[config.mk]
export PLATFORM = sky130hd
export DESIGN_NAME = piso_serializer
export DESIGN_NICKNAME = d
export VERILOG_FILES = /design/src/rtl/piso_pkg.sv /design/src/rtl/piso_shift_core.sv /design/src/rtl/piso_serializer.sv
export SDC_FILE = /design/constraint.sdc
export NUM_CORES = 1
export LEC_CHECK = 0
export BUFFER_PORTS_ARGS = -buffer_cell sky130_fd_sc_hd__clkbuf_2
export CORE_AREA = 5 5 53 55
export CTS_BUF_LIST = sky130_fd_sc_hd__clkbuf_4 sky130_fd_sc_hd__clkbuf_8
export DETAILED_ROUTE_END_ITERATION = 7
export DIE_AREA = 0 0 58 60
export PLACE_DENSITY = 0.7
export SLEW_MARGIN = 30
export SYNTH_ARGS = -nofsm -noshare
export SYNTH_HDL_FRONTEND = slang
export SYNTH_SLANG_ARGS = --single-unit
[constraint.sdc]
create_clock -name clk -period 2 [get_ports clk]
set_clock_uncertainty 0.2 [all_clocks]
set_input_delay 0.4 -clock clk [delete_from_list [all_inputs] [get_ports clk]]
set_output_delay 0.4 -clock clk [all_outputs]
set_load 0.01 [all_outputs]
[src/rtl/piso_pkg.sv]
// Shared types and helpers for the parallel-in serial-out serializer.
package piso_pkg;

  typedef enum logic [0:0] {
    IDLE  = 1'b0,
    SHIFT = 1'b1
  } state_e;

  // Bits needed to count 0..value-1; value is at least 2 here.
  function automatic int clog2(input int value);
    int r;
    r = 0;
    for (int i = 0; i < 31; i++) begin
      if ((32'sd1 <<< i) < value) begin
        r = i + 1;
      end else begin
        r = r;
      end
    end
    return r;
  endfunction

endpackage

[src/rtl/piso_shift_core.sv]
// Shift register and bit counter: loads a word, shifts it toward the output end,
// and flags the first and last bit of the frame.
module piso_shift_core
  import piso_pkg::*;
#(
  parameter int WIDTH     = 8,
  parameter bit LSB_FIRST = 1'b0
) (
  input  logic             clk,
  input  logic             rst_n,
  input  logic             load_i,
  input  logic [WIDTH-1:0] load_data_i,
  input  logic             shift_i,
  output logic             bit_o,
  output logic             first_o,
  output logic             last_o
);

  localparam int CNT_W = clog2(WIDTH);

  logic [WIDTH-1:0] sreg_q, sreg_d;
  logic [CNT_W-1:0] cnt_q, cnt_d;

  assign last_o  = (cnt_q == CNT_W'(WIDTH - 1));
  assign first_o = (cnt_q == CNT_W'(0));
  assign bit_o   = LSB_FIRST ? sreg_q[0] : sreg_q[WIDTH-1];

  // Load has priority over shift; the counter wraps to 0 after the last bit.
  always_comb begin
    sreg_d = sreg_q;
    cnt_d  = cnt_q;
    if (load_i) begin
      sreg_d = load_data_i;
      cnt_d  = CNT_W'(0);
    end else if (shift_i) begin
      if (LSB_FIRST) begin
        sreg_d = {1'b0, sreg_q[WIDTH-1:1]};
      end else begin
        sreg_d = {sreg_q[WIDTH-2:0], 1'b0};
      end
      if (last_o) begin
        cnt_d = CNT_W'(0);
      end else begin
        cnt_d = cnt_q + CNT_W'(1);
      end
    end else begin
      sreg_d = sreg_q;
    end
  end

  always_ff @(posedge clk or negedge rst_n) begin
    if (!rst_n) begin
      sreg_q <= '0;
      cnt_q  <= '0;
    end else begin
      sreg_q <= sreg_d;
      cnt_q  <= cnt_d;
    end
  end

endmodule

[src/rtl/piso_serializer.sv]
// Parallel-in serial-out serializer with a one-word holding buffer for gapless
// back-to-back frames, first/last-bit markers and a shift enable for pausing.
module piso_serializer
  import piso_pkg::*;
#(
  parameter int   WIDTH      = 8,
  parameter bit   LSB_FIRST  = 1'b0,
  parameter logic IDLE_LEVEL = 1'b0
) (
  input  logic             clk,
  input  logic             rst_n,
  input  logic [WIDTH-1:0] load_data_i,
  input  logic             load_valid_i,
  output logic             load_ready_o,
  input  logic             shift_en_i,
  output logic             sout_o,
  output logic             sout_valid_o,
  output logic             frame_start_o,
  output logic             frame_last_o,
  output logic             busy_o
);

  state_e           state_q, state_d;
  logic [WIDTH-1:0] hold_q, hold_d;
  logic             hold_full_q, hold_full_d;

  logic             accept_s;
  logic             in_shift_s;
  logic             core_load_s;
  logic             core_shift_s;
  logic [WIDTH-1:0] core_data_s;
  logic             core_bit_s;
  logic             core_first_s;
  logic             core_last_s;

  piso_shift_core #(
    .WIDTH     (WIDTH),
    .LSB_FIRST (LSB_FIRST)
  ) u_core (
    .clk         (clk),
    .rst_n       (rst_n),
    .load_i      (core_load_s),
    .load_data_i (core_data_s),
    .shift_i     (core_shift_s),
    .bit_o       (core_bit_s),
    .first_o     (core_first_s),
    .last_o      (core_last_s)
  );

  // Gating with rst_n keeps the producer from handing over a word during reset.
  assign load_ready_o  = rst_n & ~hold_full_q;
  assign accept_s      = load_valid_i & load_ready_o;
  assign in_shift_s    = (state_q == SHIFT);
  assign sout_o        = in_shift_s ? core_bit_s : IDLE_LEVEL;
  assign sout_valid_o  = in_shift_s & shift_en_i;
  assign frame_start_o = sout_valid_o & core_first_s;
  assign frame_last_o  = sout_valid_o & core_last_s;
  assign busy_o        = in_shift_s | hold_full_q;

  // Next-state logic: idle loads bypass the buffer; the last bit reloads from hold or input.
  always_comb begin
    state_d      = state_q;
    hold_d       = hold_q;
    hold_full_d  = hold_full_q;
    core_load_s  = 1'b0;
    core_shift_s = 1'b0;
    core_data_s  = load_data_i;
    case (state_q)
      IDLE: begin
        if (accept_s) begin
          core_load_s = 1'b1;
          state_d     = SHIFT;
        end else begin
          state_d = IDLE;
        end
      end
      SHIFT: begin
        if (shift_en_i && core_last_s) begin
          if (hold_full_q) begin
            core_load_s = 1'b1;
            core_data_s = hold_q;
            hold_full_d = 1'b0;
          end else if (accept_s) begin
            core_load_s = 1'b1;
          end else begin
            core_shift_s = 1'b1;
            state_d      = IDLE;
          end
        end else begin
          core_shift_s = shift_en_i;
          if (accept_s) begin
            hold_d      = load_data_i;
            hold_full_d = 1'b1;
          end else begin
            hold_full_d = hold_full_q;
          end
        end
      end
      default: begin
        state_d = IDLE;
      end
    endcase
  end

  always_ff @(posedge clk or negedge rst_n) begin
    if (!rst_n) begin
      state_q     <= IDLE;
      hold_q      <= '0;
      hold_full_q <= 1'b0;
    end else begin
      state_q     <= state_d;
      hold_q      <= hold_d;
      hold_full_q <= hold_full_d;
    end
  end

endmodule

==> results.md <==
* Status: finished clean
* Cell area after layout at between 0.001 and 0.0015 mm2
* Leak at 0.000673 uW
* Placeable Area at 0.00234 mm2
* Endpoints failing setup at 0
* Setup crit end kind: primary output
* WL/cell at ~14 um
* Critical Path, Cell by Cell: ha_4 > ha_4 > and3_4 > buf_6
* Flops & latches, synth at 21
* DRC errors left at 0
* Final cycle utilization of the critical path at 0.987
* Final Hold Vio Count at 0
* Worst setup margin at around 0.026 ns
* Largest net degree at the start of global routing at 15
* Synth area leaders: dfrtp_1 (48%), mux2i_1 (22%), mux2_2 (8.3%), ha_1 (3.4%), nand4_2 (2.3%)
* Die Area at around 0.0035 mm2
* Clk slew on worst S/H paths at between 0.1 and 0.15 ns
* Startpoint Class: register
* Critical Path AT at between 1 and 1.5 ns
* Vias at ~750
* Cts bufs inserted at 3
* Worst Tran Pin Value at 0.378 ns
* Crit Path Category: reg2out
* Post-Syn Nets at a little over 100
* Total GRT Usage at 0.132
* Initial cell density of the core at 0.465
* YS warnings at 0
* Hold Path Class: in2reg
* Die Span Y at ~60 um
* Initial DRC Count at 12
* Worst path slowest cell: dfrtp_1
* IO Count at 18
* Number of routed nets with antenna violations at 0
* Vias per std cell at a little over 5
* DIE WIDTH at about 58 um
* Vias in the first global route at ~790
* Post-synth top area share at 0.482
* TritonCTS clock tree: built
* Most frequent cell on the critical path: ha_4
* Worst path bufs/invs at 1
* Nets at 130
* Crit path time final at 1.97 ns
* Worst Path Required at 1.40 ns
* Initial antenna violation count at 0
* Storage cell area at about 530 um2
* Placed cell area at approximately 0.0012 mm2
* P per Cell Area at approximately 1300 mW/mm2
* Setup WS pre-CTS at ~0.0011 ns
* Layout fillers at roughly 220
* Rows at 18
* Max-slew headroom at 0.748
* Share of cells above drive strength 1 at 0.439
* Mean post-synth cell area at ~13 um2
* Seq/Total Area, Yosys at 0.482
* Multi-input gate area at approximately 570 um2
* Worst-skew pair later-pin latency at about 0.31 ns
* Max-Cap Viols at 0
* Slowest Stage Delay on Critical Path at about 0.44 ns
* Clk buf depth at 2
* DR pass1 iterations at 2
* Worst IR Drop VDD at roughly 0.64 mV
* Area Growth Syn to Fin at 23.2%
* Distinct cells, synth at 23
* Hold Slack at 0.130 ns
* Final Total Pwr at about 1700 uW
* RSZ-0062 raised after global routing: true
* Grt ovf at 0
* Final WL at roughly 2000 um
* Final core occ at 0.573
* Num Clock Sinks at 21
* H-tree depth at 1
* Antenna Cells at 0
* Max Clock Freq at slightly above 500 MHz
* Final HPWL DP at between 1000 and 1500 um
* GPL Wtd Cong at between 0.7 and 0.8
* Port bufs at 17
* Post-synthesis cell area at between 0.001 and 0.0015 mm2
* Delay-heaviest family, CP: flip-flops
* Crit path max fanout at 5
* Post-synthesis cell count at 87
* Synth area leader: dfrtp_1
* Root buffer cell: clkbuf_4
* Pins Over Slew Limit at 0
* Global-route wire length before repair at 3510 um
==> per-stage QoR <==
step	TNS [ns]	cells
final	0	144
after floorplan	0	87
after CTS	0	142
after global placement	0	136
after detailed placement	0	136
after global routing	-0.0313	144
==> kinds of logic (layout without fill, tap and decap cells) <==
family	count (synthesis)	count (layout)	share of synthesized area
muxes	32	32	0.303
and+or+nand+nor	19	19	0.108
adders and majority gates	3	3	0.0344
AOI/OAI and AO/OA	5	5	0.0344
DFF	21	21	0.482
buffers and inverters	7	34	0.0379
==> layer usage <==
metal,routed length (um),track usage,up-vias
met4,35,0.0728,0
met3,58,0.0216,4
met1,808,0.156,363
met2,1090,0.229,13
met5,0,0,-
li1,-,-,365
==> cell usage after synthesis <==
cell      number
a21oi_1        1
a22oi_2        1
a31oi_1        1
and2_1         1
and3_1         1
buf_4          2
buf_6          1
dfrtp_1       21
ha_1           3
inv_1          4
mux2_2         8
mux2i_1       24
nand2_1        6
nand2_2        1
nand3_1        1
nand3b_1       1
nand4_2        2
nor2_1         3
nor2b_4        1
nor3b_1        1
o21ai_0        1
o32ai_1        1
or2_2          1
==> registers in the layout, indices dropped and copies added, names as in the netlist <==
| register | count |
|---|---|
| u_core.cnt_q | 3 |
| hold_q | 8 |
| u_core.sreg_q | 8 |
| in_shift_s | 1 |
| hold_full_q | 1 |
==> repair_timing <==
action                                 in CTS  in global routing
setup buffers                               1                  2
pin swaps                                   0                  2
hold buffers                                1                  0
endpoints found under the hold margin      21                  0
resized for setup                           4                 10
setup endpoints to repair                   9                  3
cloned                                      0                  0
==> power by group <==
| group | switching (uW) | total (uW) | internal (uW) | leakage, uW |
|---|---|---|---|---|
| sequential | 157 | 781 | 624 | 0.000253 |
| combinational | 316 | 720 | 404 | 0.000402 |
| clock | 132 | 207 | 74.7 | 0.0000177 |
==> layout make-up <==
type | instances | area share
Sequential cell | 21 | 0.392
Timing Repair Buffer | 26 | 0.123
Multi-Input combinational cell | 59 | 0.425
Inverter | 4 | 0.0112
Tap cell | 30 | 0.0280
Clock buffer | 3 | 0.0168
Clock inverter | 1 | 0.00373
==> final timing paths <==
| kind | cells after the start | end | slack (ns) | start |
|---|---|---|---|---|
| min in group asynchronous | 3 | u_core.sreg_q[7] | 0.36 | rst_n |
| worst max-delay path | 4 | frame_last_o | 0.03 | u_core.cnt_q[1] |
| worst min-delay path | 2 | hold_q[4] | 0.13 | load_data_i[4] |
| worst min register to register | 1 | hold_q[1] | 0.32 | hold_q[1] |
| worst max register to register | 5 | hold_q[2] | 0.12 | u_core.cnt_q[1] |
| max in group asynchronous | 3 | hold_q[1] | 1.04 | rst_n |
==> worst register-to-register path, cell delays in order (launching register included) <==
cell	delay [ns]
dfrtp_1	0.44
ha_4	0.19
ha_4	0.17
nand2_1	0.12
nand4_2	0.29
mux2_2	0.36
==> layout by cell type, fill, tap and decap left out, types with 2 or more instances in the layout <==
master    synthesis  routed
mux2i_1          24      24
dfrtp_1          21      20
clkbuf_4          0       3
inv_1             4       3
mux2_2            8       8
nor2_1            3       3
clkbuf_2          0      15
nand2_1           6       6
ha_4              0       3
buf_6             1       2
nand4_2           2       2
buf_4             2       7
Power figures use the tool's default switching activity.
